### src/rtl/mer_ratio_div.sv
// MER ratio divider: 26-cycle restoring division of {sig_pwr, 8'b0} by err_pwr, saturated to Q16.8.
// Optional feature macro: MER_OVERRUN_EN builds the sticky overrun flag; otherwise overrun is tied 0.
module mer_ratio_div (
  input  logic        sys_clk,
  input  logic        reset,
  input  logic        start,
  input  logic [17:0] sig_pwr,
  input  logic [17:0] err_pwr,
  output logic [23:0] mer_ratio,
  output logic        mer_valid,
  output logic        busy,
  output logic        div_zero,
  output logic        overrun
);

  localparam logic [1:0] IDLE = 2'd0;
  localparam logic [1:0] DIV  = 2'd1;
  localparam logic [1:0] DONE = 2'd2;

  logic [1:0]  state;
  logic [4:0]  iter;
  logic [25:0] quo;
  logic [17:0] rem;
  logic [17:0] dvs;

  logic [18:0] rem_shift;
  logic        fits;
  logic [17:0] rem_sub;
  logic [17:0] rem_next;
  logic [25:0] quo_next;

  // The dividend shifts out of quo MSB-first while quotient bits shift in at the LSB.
  // When the divisor fits, the true difference is below dvs, so 18 bits hold it exactly.
  always_comb begin
    rem_shift = {rem, quo[25]};
    fits      = (rem_shift >= {1'b0, dvs});
    rem_sub   = rem_shift[17:0] - dvs;
    rem_next  = fits ? rem_sub : rem_shift[17:0];
    quo_next  = {quo[24:0], fits};
  end

  always_ff @(posedge sys_clk) begin
    if (reset) begin
      state     <= IDLE;
      iter      <= 5'd0;
      quo       <= 26'd0;
      rem       <= 18'd0;
      dvs       <= 18'd0;
      mer_ratio <= 24'd0;
      div_zero  <= 1'b0;
    end else begin
      case (state)
        IDLE: begin
          if (start) begin
            if (err_pwr == 18'd0) begin
              state     <= DONE;
              mer_ratio <= 24'hFFFFFF;
              div_zero  <= 1'b1;
            end else begin
              state    <= DIV;
              quo      <= {sig_pwr, 8'h00};
              dvs      <= err_pwr;
              rem      <= 18'd0;
              iter     <= 5'd0;
              div_zero <= 1'b0;
            end
          end
        end
        DIV: begin
          quo  <= quo_next;
          rem  <= rem_next;
          iter <= iter + 5'd1;
          if (iter == 5'd25) begin
            state     <= DONE;
            mer_ratio <= (quo_next[25:24] != 2'b00) ? 24'hFFFFFF : quo_next[23:0];
          end
        end
        DONE:    state <= IDLE;
        default: state <= IDLE;
      endcase
    end
  end

  assign mer_valid = (state == DONE);
  assign busy      = (state != IDLE);

`ifdef MER_OVERRUN_EN
  // Sticky until reset so software can detect a window-end pulse lost to a busy divider.
  always_ff @(posedge sys_clk) begin
    if (reset)
      overrun <= 1'b0;
    else if (start && busy)
      overrun <= 1'b1;
  end
`else
  assign overrun = 1'b0;
`endif

endmodule

### config.mk
export PLATFORM = sky130hd
export DESIGN_NAME = mer_ratio_div
export DESIGN_NICKNAME = d
export VERILOG_FILES = /design/src/rtl/mer_ratio_div.sv
export SDC_FILE = /design/constraint.sdc
export NUM_CORES = 1
export LEC_CHECK = 0
export ABC_CLOCK_PERIOD_IN_PS = 2300
export BUFFER_PORTS_ARGS = -buffer_cell sky130_fd_sc_hd__buf_4
export CORE_MARGIN = 5
export CORE_UTILIZATION = 52
export CTS_BUF_LIST = sky130_fd_sc_hd__clkbuf_8 sky130_fd_sc_hd__clkbuf_16
export DETAILED_ROUTE_END_ITERATION = 8
export HOLD_SLACK_MARGIN = 0.06
export MAX_ROUTING_LAYER = met4
export PLACE_DENSITY = 0.88
export SLEW_MARGIN = 20
export SYNTH_ARGS = -nofsm -noshare
export SYNTH_HDL_FRONTEND = slang
export SYNTH_SLANG_ARGS = --single-unit
### constraint.sdc
create_clock -name sys_clk -period 2.3 [get_ports sys_clk]
set_input_delay 0.115 -clock sys_clk [delete_from_list [all_inputs] [get_ports sys_clk]]
set_output_delay 0.115 -clock sys_clk [all_outputs]
set_load 0.005 [all_outputs]
==> results.yml, run 1 <==
routing:
  initialDrtViolationCount: 554
  avgRoutedWirePerCell_um: 17.5
  route.final.wire_length_um: 14100
  ant_nets: 0
  drc_errors: 0
  viasPerCell: 6.06
  drt_pre_antenna_iters: 6
  routed-via-count: 4858
finish:
  syn_to_final_growth_pct: 28.2
  fill_cells: 625
  design.final.nets: 748
  final_cell_area_mm2: 0.00602
  layout-drive-gt1-share_pct: 23.4
  layout.core_utilization_pct: 68.6
job:
  max_cap_violations: 0
synth:
  synth.lib_cells_used.distinct: 53
  postSynth.topFlopCell: "sky130_fd_sc_hd__dfxtp_1"
  yosys_register_bits: 94
  postSynthCellCount: 596
  synth.largest_area_cell: "sky130_fd_sc_hd__dfxtp_1"
  yosysWarnings: 0
  synth_async_sr_flop_share_pct: 0
  syn-num-nets: 656
  number_of_synthesized_flops_with_an_enable_pin: 0
  syn_area_mm2: 0.00469
  avg_synthesized_cell_area_um2: 7.87
  yosys-top-cells-area: "sky130_fd_sc_hd__dfxtp_1, sky130_fd_sc_hd__nor2_1, sky130_fd_sc_hd__nand2_1, sky130_fd_sc_hd__ha_1, sky130_fd_sc_hd__nand3_1"
  synth_sequential_area_ratio_pct: 40.1
  netlist.area_leader.share_pct: 40.1
min_path:
  class_of_the_worst_hold_path: "primary input to flip-flop"
  hold_depth: 3
critical_path:
  cp_common_cell: "sky130_fd_sc_hd__inv_2"
  critPathKind: "flip-flop to flip-flop"
  critical_path_required_ps: 2610
  worstSetupPathDepth: 11
  worstPathCellList: "inv_2, ha_4, inv_2, fa_2, a211oi_2, o211ai_1, a211o_1, a221oi_2, xnor2_1, nand3_1, nand2_1"
  worst-path-buf-inv: 2
  critPathMaxFanout: 2
  cp_slowest_stage_delay_ps: 340
  path_delay_family: "compound AO/OA/AOI/OAI gates"
  critPathCaptureType: "flip-flop"
  critical_path_arrival_ps: 2630
  crit_slowest_cell: "sky130_fd_sc_hd__dfxtp_2"
  timing.reg2reg.worst_path_depth: 11
  worstSetupStartpointType: "flip-flop"
timing:
  final_max_slew_viol_count: 0
  clock_skew_ps: 15.0
  final-setup-viol-count: 2
  slew_headroom_pct: 53.3
  finalWorstSetupSlack_ps: -17.7
  rsz_0062_raised_after_global_routing: "yes"
  worstMarginPinSlew_ps: 700
  final.min_clock_period_ps: 2320
  final_hold_viol_count: 0
  fmaxAchievable_ghz: 0.431
  finalCritPeriodShare_pct: 101
  minimum_hold_slack_ps: 84.5
power_and_ir_drop:
  p_per_area_mw_per_mm2: 1210
  ir_drop_uv: 848
  total_power_w: 0.00726
  p_leak_nw: 2.59
clock_tree:
  clk-insertion-delay-late_ps: 370
  numCtsBuffers: 9
  cts_root_buffer: "sky130_fd_sc_hd__clkbuf_8"
  htreeDepth: 3
  clk_pin_slew_ps: 110
  clock_tree_from_tritoncts: "yes"
  cts_sinks: 94
  ctsLongestPathBuffers: 2
place:
  gpl.final_weighted_congestion: 0.965
  dp.final_hpwl_um: 8700
  post-place-ws_ps: -75.3
  placed_cell_areas_mm2: 0.00537
  io_buffer_count: 65
floorplan:
  chipHeight_um: 105
  die_width_um: 105
  placeableCoreArea_mm2: 0.00876
  initial_utilization_pct: 53.6
  fp.dieArea_mm2: 0.0110
  floorplan.rows: 34
  ioPinCount: 67
global_routing:
  global_route_wire_length_before_repair_um: 21800
  groute.usage.overall_pct: 24.2
  first_global_vias: 4565
  grt_antenna_before_repair: 1
  grt_overflow_total: 0
  pin_count_of_the_biggest_net_entering_global_routing: 58
run_status:
  status: "complete, but fails checks"
  violations_in_the_final_reports: "setup timing"
==> metal layers <==
metal	up-vias	track usage, %	wire, µm
li1	2258	-	-
met1	2293	29.3	5470
met2	240	40.0	6990
met3	67	3.95	1020
met4	0	10.2	578
met5	-	-	0
==> cell families (layout without fill, tap and decap cells) <==
| family | Yosys count | in the layout | synth area share (%) |
|---|---|---|---|
| simple gates | 269 | 269 | 25.5 |
| compound gates | 111 | 111 | 15.6 |
| flops | 94 | 94 | 40.1 |
| buf+inv | 64 | 161 | 5.79 |
| fa+ha+maj | 21 | 21 | 5.76 |
| mux | 19 | 19 | 4.05 |
| xor+xnor | 17 | 17 | 3.17 |
| other cells | 1 | 2 | 0.0799 |
==> where the power goes <==
group | internal, W | total, W | leakage, nW | switching (W)
Clock | 0.000419 | 0.00108 | 0.0911 | 0.000656
Sequential | 0.00179 | 0.00197 | 0.768 | 0.000173
Combinational | 0.00191 | 0.00422 | 1.73 | 0.00231
==> tightest hold or removal path: stages <==
cell,delay (ps)
sky130_fd_sc_hd__buf_4,100
sky130_fd_sc_hd__mux2i_1,120
sky130_fd_sc_hd__a211oi_1,80
==> worst paths after layout <==
check,start,endpoint,slack (ps)
min,sig_pwr[6],quo[14],80
min reg2reg,dvs[4],dvs[4],470
max,quo[25],rem[16],-20
max reg2reg,quo[25],rem[16],-20
==> timing repair <==
item	CTS	global route
hold buffers	20	0
cloned	0	2
endpoints found under the setup margin	2	19
hold endpoints to repair	19	0
resized for setup	2	45
buffers inserted	0	5
pin swaps	3	10
==> placed cells by master (no fill, tap or decap), types with 3 or more instances in the layout <==
| cell | netlist | final |
|---|---|---|
| sky130_fd_sc_hd__buf_4 | 3 | 98 |
| sky130_fd_sc_hd__nor2_1 | 89 | 88 |
| sky130_fd_sc_hd__dfxtp_1 | 94 | 87 |
| sky130_fd_sc_hd__nand2_1 | 74 | 73 |
| sky130_fd_sc_hd__nand3_1 | 47 | 47 |
| sky130_fd_sc_hd__a21oi_1 | 41 | 37 |
| sky130_fd_sc_hd__nor3_1 | 25 | 24 |
| sky130_fd_sc_hd__inv_1 | 24 | 21 |
| sky130_fd_sc_hd__dlygate4sd3_1 | 0 | 20 |
| sky130_fd_sc_hd__mux2i_1 | 19 | 19 |
| sky130_fd_sc_hd__a211oi_1 | 21 | 19 |
| sky130_fd_sc_hd__ha_1 | 20 | 12 |
| sky130_fd_sc_hd__xor2_1 | 9 | 9 |
| sky130_fd_sc_hd__clkbuf_8 | 0 | 9 |
| sky130_fd_sc_hd__nand4_1 | 8 | 8 |
| sky130_fd_sc_hd__xnor2_1 | 8 | 8 |
| sky130_fd_sc_hd__o21ai_0 | 8 | 7 |
| sky130_fd_sc_hd__a32oi_1 | 7 | 7 |
| sky130_fd_sc_hd__dfxtp_2 | 0 | 7 |
| sky130_fd_sc_hd__a21o_1 | 6 | 6 |
| sky130_fd_sc_hd__ha_4 | 0 | 6 |
| sky130_fd_sc_hd__nor2b_1 | 4 | 4 |
| sky130_fd_sc_hd__nor4_1 | 5 | 4 |
| sky130_fd_sc_hd__nand2b_1 | 5 | 4 |
| sky130_fd_sc_hd__a21oi_2 | 0 | 4 |
| sky130_fd_sc_hd__inv_2 | 0 | 3 |
| sky130_fd_sc_hd__nor2_2 | 2 | 3 |
| sky130_fd_sc_hd__a31oi_1 | 5 | 3 |
| sky130_fd_sc_hd__o21ai_2 | 1 | 3 |
| sky130_fd_sc_hd__o211ai_1 | 3 | 3 |
==> registers in the layout, summed over array words and instances (netlist names) <==
signal and flops:
state 2, quo 26, div_zero 1, mer_ratio 24, rem 18, dvs 18
iter 5
==> metrics by stage <==
step	setup TNS, ps	cells
final	-21.4	802
after floorplan	0	596
after global placement	0	758
after global routing	-629	802
after CTS	0	794
after detailed placement	-83.9	758
==> cell type report <==
class                           instances  area [µm²]  share of cell area [%]
Clock buffer                            9         124                    2.06
Inverter                               24        90.1                    1.50
Sequential cell                        94        1890                    31.4
Timing Repair Buffer                  121         978                    16.3
Clock inverter                          7        68.8                    1.14
Multi-Input combinational cell        438        2730                    45.3
Antenna cell                            1        2.50                  0.0416
Tap cell                              108         135                    2.25
==> synthesized netlist by cell type, types with 3 or more instances <==
library cell	n
sky130_fd_sc_hd__nand2b_1	5
sky130_fd_sc_hd__a32oi_1	7
sky130_fd_sc_hd__nor3_1	25
sky130_fd_sc_hd__nand3_1	47
sky130_fd_sc_hd__ha_1	20
sky130_fd_sc_hd__nor4_1	5
sky130_fd_sc_hd__a31oi_1	5
sky130_fd_sc_hd__o211ai_1	3
sky130_fd_sc_hd__buf_4	3
sky130_fd_sc_hd__nand2_1	74
sky130_fd_sc_hd__a21o_1	6
sky130_fd_sc_hd__nor2b_1	4
sky130_fd_sc_hd__buf_2	16
sky130_fd_sc_hd__o31ai_1	3
sky130_fd_sc_hd__inv_1	24
sky130_fd_sc_hd__xnor2_1	8
sky130_fd_sc_hd__o21ai_0	8
sky130_fd_sc_hd__nor2_1	89
sky130_fd_sc_hd__a21oi_1	41
sky130_fd_sc_hd__a211oi_1	21
sky130_fd_sc_hd__dfxtp_1	94
sky130_fd_sc_hd__xor2_1	9
sky130_fd_sc_hd__mux2i_1	19
sky130_fd_sc_hd__clkbuf_1	20
sky130_fd_sc_hd__nand4_1	8
Power figures use the tool's default switching activity.
==> inputs of run 2 (changes only) <==
Settings changed: BUFFER_PORTS_ARGS -buffer_cell sky130_fd_sc_hd__buf_4 to not set, CORE_UTILIZATION 52 to 57, DONT_BUFFER_PORTS set to 1, PLACE_DENSITY 0.88 to 0.87.
==> run 2 against run 1 <==
Compared with the run above:
- the run still ends with setup timing left
- worst setup slack worse by 67 ps
- clock power rose by 5%
- sequential power barely moved
- largest power group unchanged
- die area is 8.0% lower
- maximum frequency fell by 2.8%
- critical path depth fell by 1
- first-iteration DRC count grew 0.18%
- global-route usage up 6.0 points
- register-to-register slack got worse by 70 ps
- critical path type unchanged
- count of clock-buffer cells in the layout did not move
- sequential share of layout area is 1.2 points higher
==> results.yml, run 2 (synthesis gave the netlist of run 1 again) <==
clock_tree:
  htreeDepth: 3
  ctsLongestPathBuffers: 2
  cts_sinks: 94
  cts_root_buffer: "sky130_fd_sc_hd__clkbuf_8"
  numCtsBuffers: 9
  clk_pin_slew_ps: 120
  clock_tree_from_tritoncts: "yes"
  clk-insertion-delay-late_ps: 390
place:
  gpl.final_weighted_congestion: 0.933
  post-place-ws_ps: -76.6
  io_buffer_count: 0
  dp.final_hpwl_um: 8540
timing:
  worstMarginPinSlew_ps: 1080
  final_hold_viol_count: 0
  clock_skew_ps: 20.3
  final.min_clock_period_ps: 2380
  rsz_0062_raised_after_global_routing: "yes"
  final-setup-viol-count: 3
  tns_ps: -149
  final_max_slew_viol_count: 0
  finalCritPeriodShare_pct: 104
  finalWorstSetupSlack_ps: -84.8
  slew_headroom_pct: 27.8
  minimum_hold_slack_ps: 57.0
  fmaxAchievable_ghz: 0.419
routing:
  routed-via-count: 4972
  drc_errors: 0
  drt_pre_antenna_iters: 7
  initialDrtViolationCount: 555
  ant_nets: 0
  viasPerCell: 6.53
  avgRoutedWirePerCell_um: 20.6
  route.final.wire_length_um: 15700
global_routing:
  groute.usage.overall_pct: 30.2
  grt_antenna_before_repair: 0
  global_route_wire_length_before_repair_um: 23300
  first_global_vias: 4713
  pin_count_of_the_biggest_net_entering_global_routing: 74
  grt_overflow_total: 0
power_and_ir_drop:
  ir_drop_uv: 872
  p_leak_nw: 2.39
  total_power_w: 0.00742
  p_per_area_mw_per_mm2: 1280
run_status:
  status: "complete, but fails checks"
  violations_in_the_final_reports: "setup timing"
critical_path:
  worstSetupStartpointType: "flip-flop"
  critical_path_arrival_ps: 2720
  critPathKind: "flip-flop to flip-flop"
  critical_path.reg2reg.endpoint: "rem[16]"
  critPathCaptureType: "flip-flop"
  reg2reg_setup_slack_ps: -80
  critPathMaxFanout: 2
  critical_path_required_ps: 2630
  timing.reg2reg.worst_path_depth: 10
  r2r_start: "dvs[0]"
min_path:
  class_of_the_worst_hold_path: "primary input to flip-flop"
  min_delay_worst_endpoint: "dvs[10]"
  hold_depth: 2
  min_from: "reset"
finish:
  diodes: 0
  largest_reg_flops: 26
  reg.largest.list: "quo: 26 flops, mer_ratio: 24 flops"
  fill_cells: 519
  syn_to_final_growth_pct: 23.2
  layout_common_cells: "sky130_fd_sc_hd__dfxtp_1, sky130_fd_sc_hd__nor2_1, sky130_fd_sc_hd__nand2_1"
  multiInputGateArea_mm2: 0.00271
  layout-drive-gt1-share_pct: 14.6
  sequential_cell_area_mm2: 0.00188
  layout.core_utilization_pct: 71.1
  most_common_cell_after_layout_fill_and_taps_aside: "sky130_fd_sc_hd__dfxtp_1"
  design.final.nets: 711
  largest-register: "quo"
floorplan:
  fp.dieArea_mm2: 0.0101
  die_width_um: 101
  ioPinCount: 67
  chipHeight_um: 101
  placeableCoreArea_mm2: 0.00813
  floorplan.rows: 33
  initial_utilization_pct: 57.7
job:
  max_cap_violations: 0
## run 2: area by class of cell
class / instances / share of cell area [%]
multi-input combinational: 438 / 46.9
sequential: 94 / 32.6
timing repair buffer: 84 / 13.1
tap: 105 / 2.27
clock buffer: 9 / 2.14
inverter: 24 / 1.56
clock inverter: 7 / 1.38
## run 2: worst max-delay path by stage
| stage | startpoint | endpoint | slack [ps] | cells after the start |
|---|---|---|---|---|
| floorplan | quo[25] | rem[16] | 80 | 11 |
| detailed placement | quo[25] | rem[16] | -80 | 11 |
| global placement | quo[25] | rem[16] | 9 | 11 |
| CTS | quo[25] | rem[16] | -20 | 11 |
| global route | quo[25] | rem[16] | -180 | 11 |
| finish | dvs[0] | rem[16] | -80 | 10 |
## run 2: layer usage
metal	track usage [%]	part of all wire [%]	vias up
li1	-	-	2179
met1	33.8	36	2333
met2	48.8	48	330
met3	6.99	9.1	130
met4	18.0	7.4	0
met5	-	0	-
## run 2: through the flow
stage                     instances  cell area [µm²]
after CTS                       755             5580
after detailed placement        700             4950
after global placement          700             4950
after floorplan                 596             4690
after global routing            761             5780
final                           761             5780
## run 2: power by group
group / internal, W / switching (W)
Clock: 0.000430 / 0.000696
Combinational: 0.00198 / 0.00236
Sequential: 0.00179 / 0.000161
## run 2: repair_timing
item | CTS | global route
hold buffers | 39 | 0
endpoints found under the hold margin | 76 | 0
cloned | 0 | 1
pin swaps | 1 | 19
gates resized for setup | 3 | 30
setup endpoints to repair | 4 | 20
buffers inserted | 0 | 5
## run 2: critical path, stage by stage (launching register included)
cell	delay, ps
sky130_fd_sc_hd__dfxtp_1	400
sky130_fd_sc_hd__ha_4	160
sky130_fd_sc_hd__inv_2	40
sky130_fd_sc_hd__fa_2	380
sky130_fd_sc_hd__a211oi_4	280
sky130_fd_sc_hd__o211ai_1	150
sky130_fd_sc_hd__a211o_1	360
sky130_fd_sc_hd__a221oi_2	270
sky130_fd_sc_hd__xnor2_1	150
sky130_fd_sc_hd__nand3_1	80
sky130_fd_sc_hd__nand2_1	70
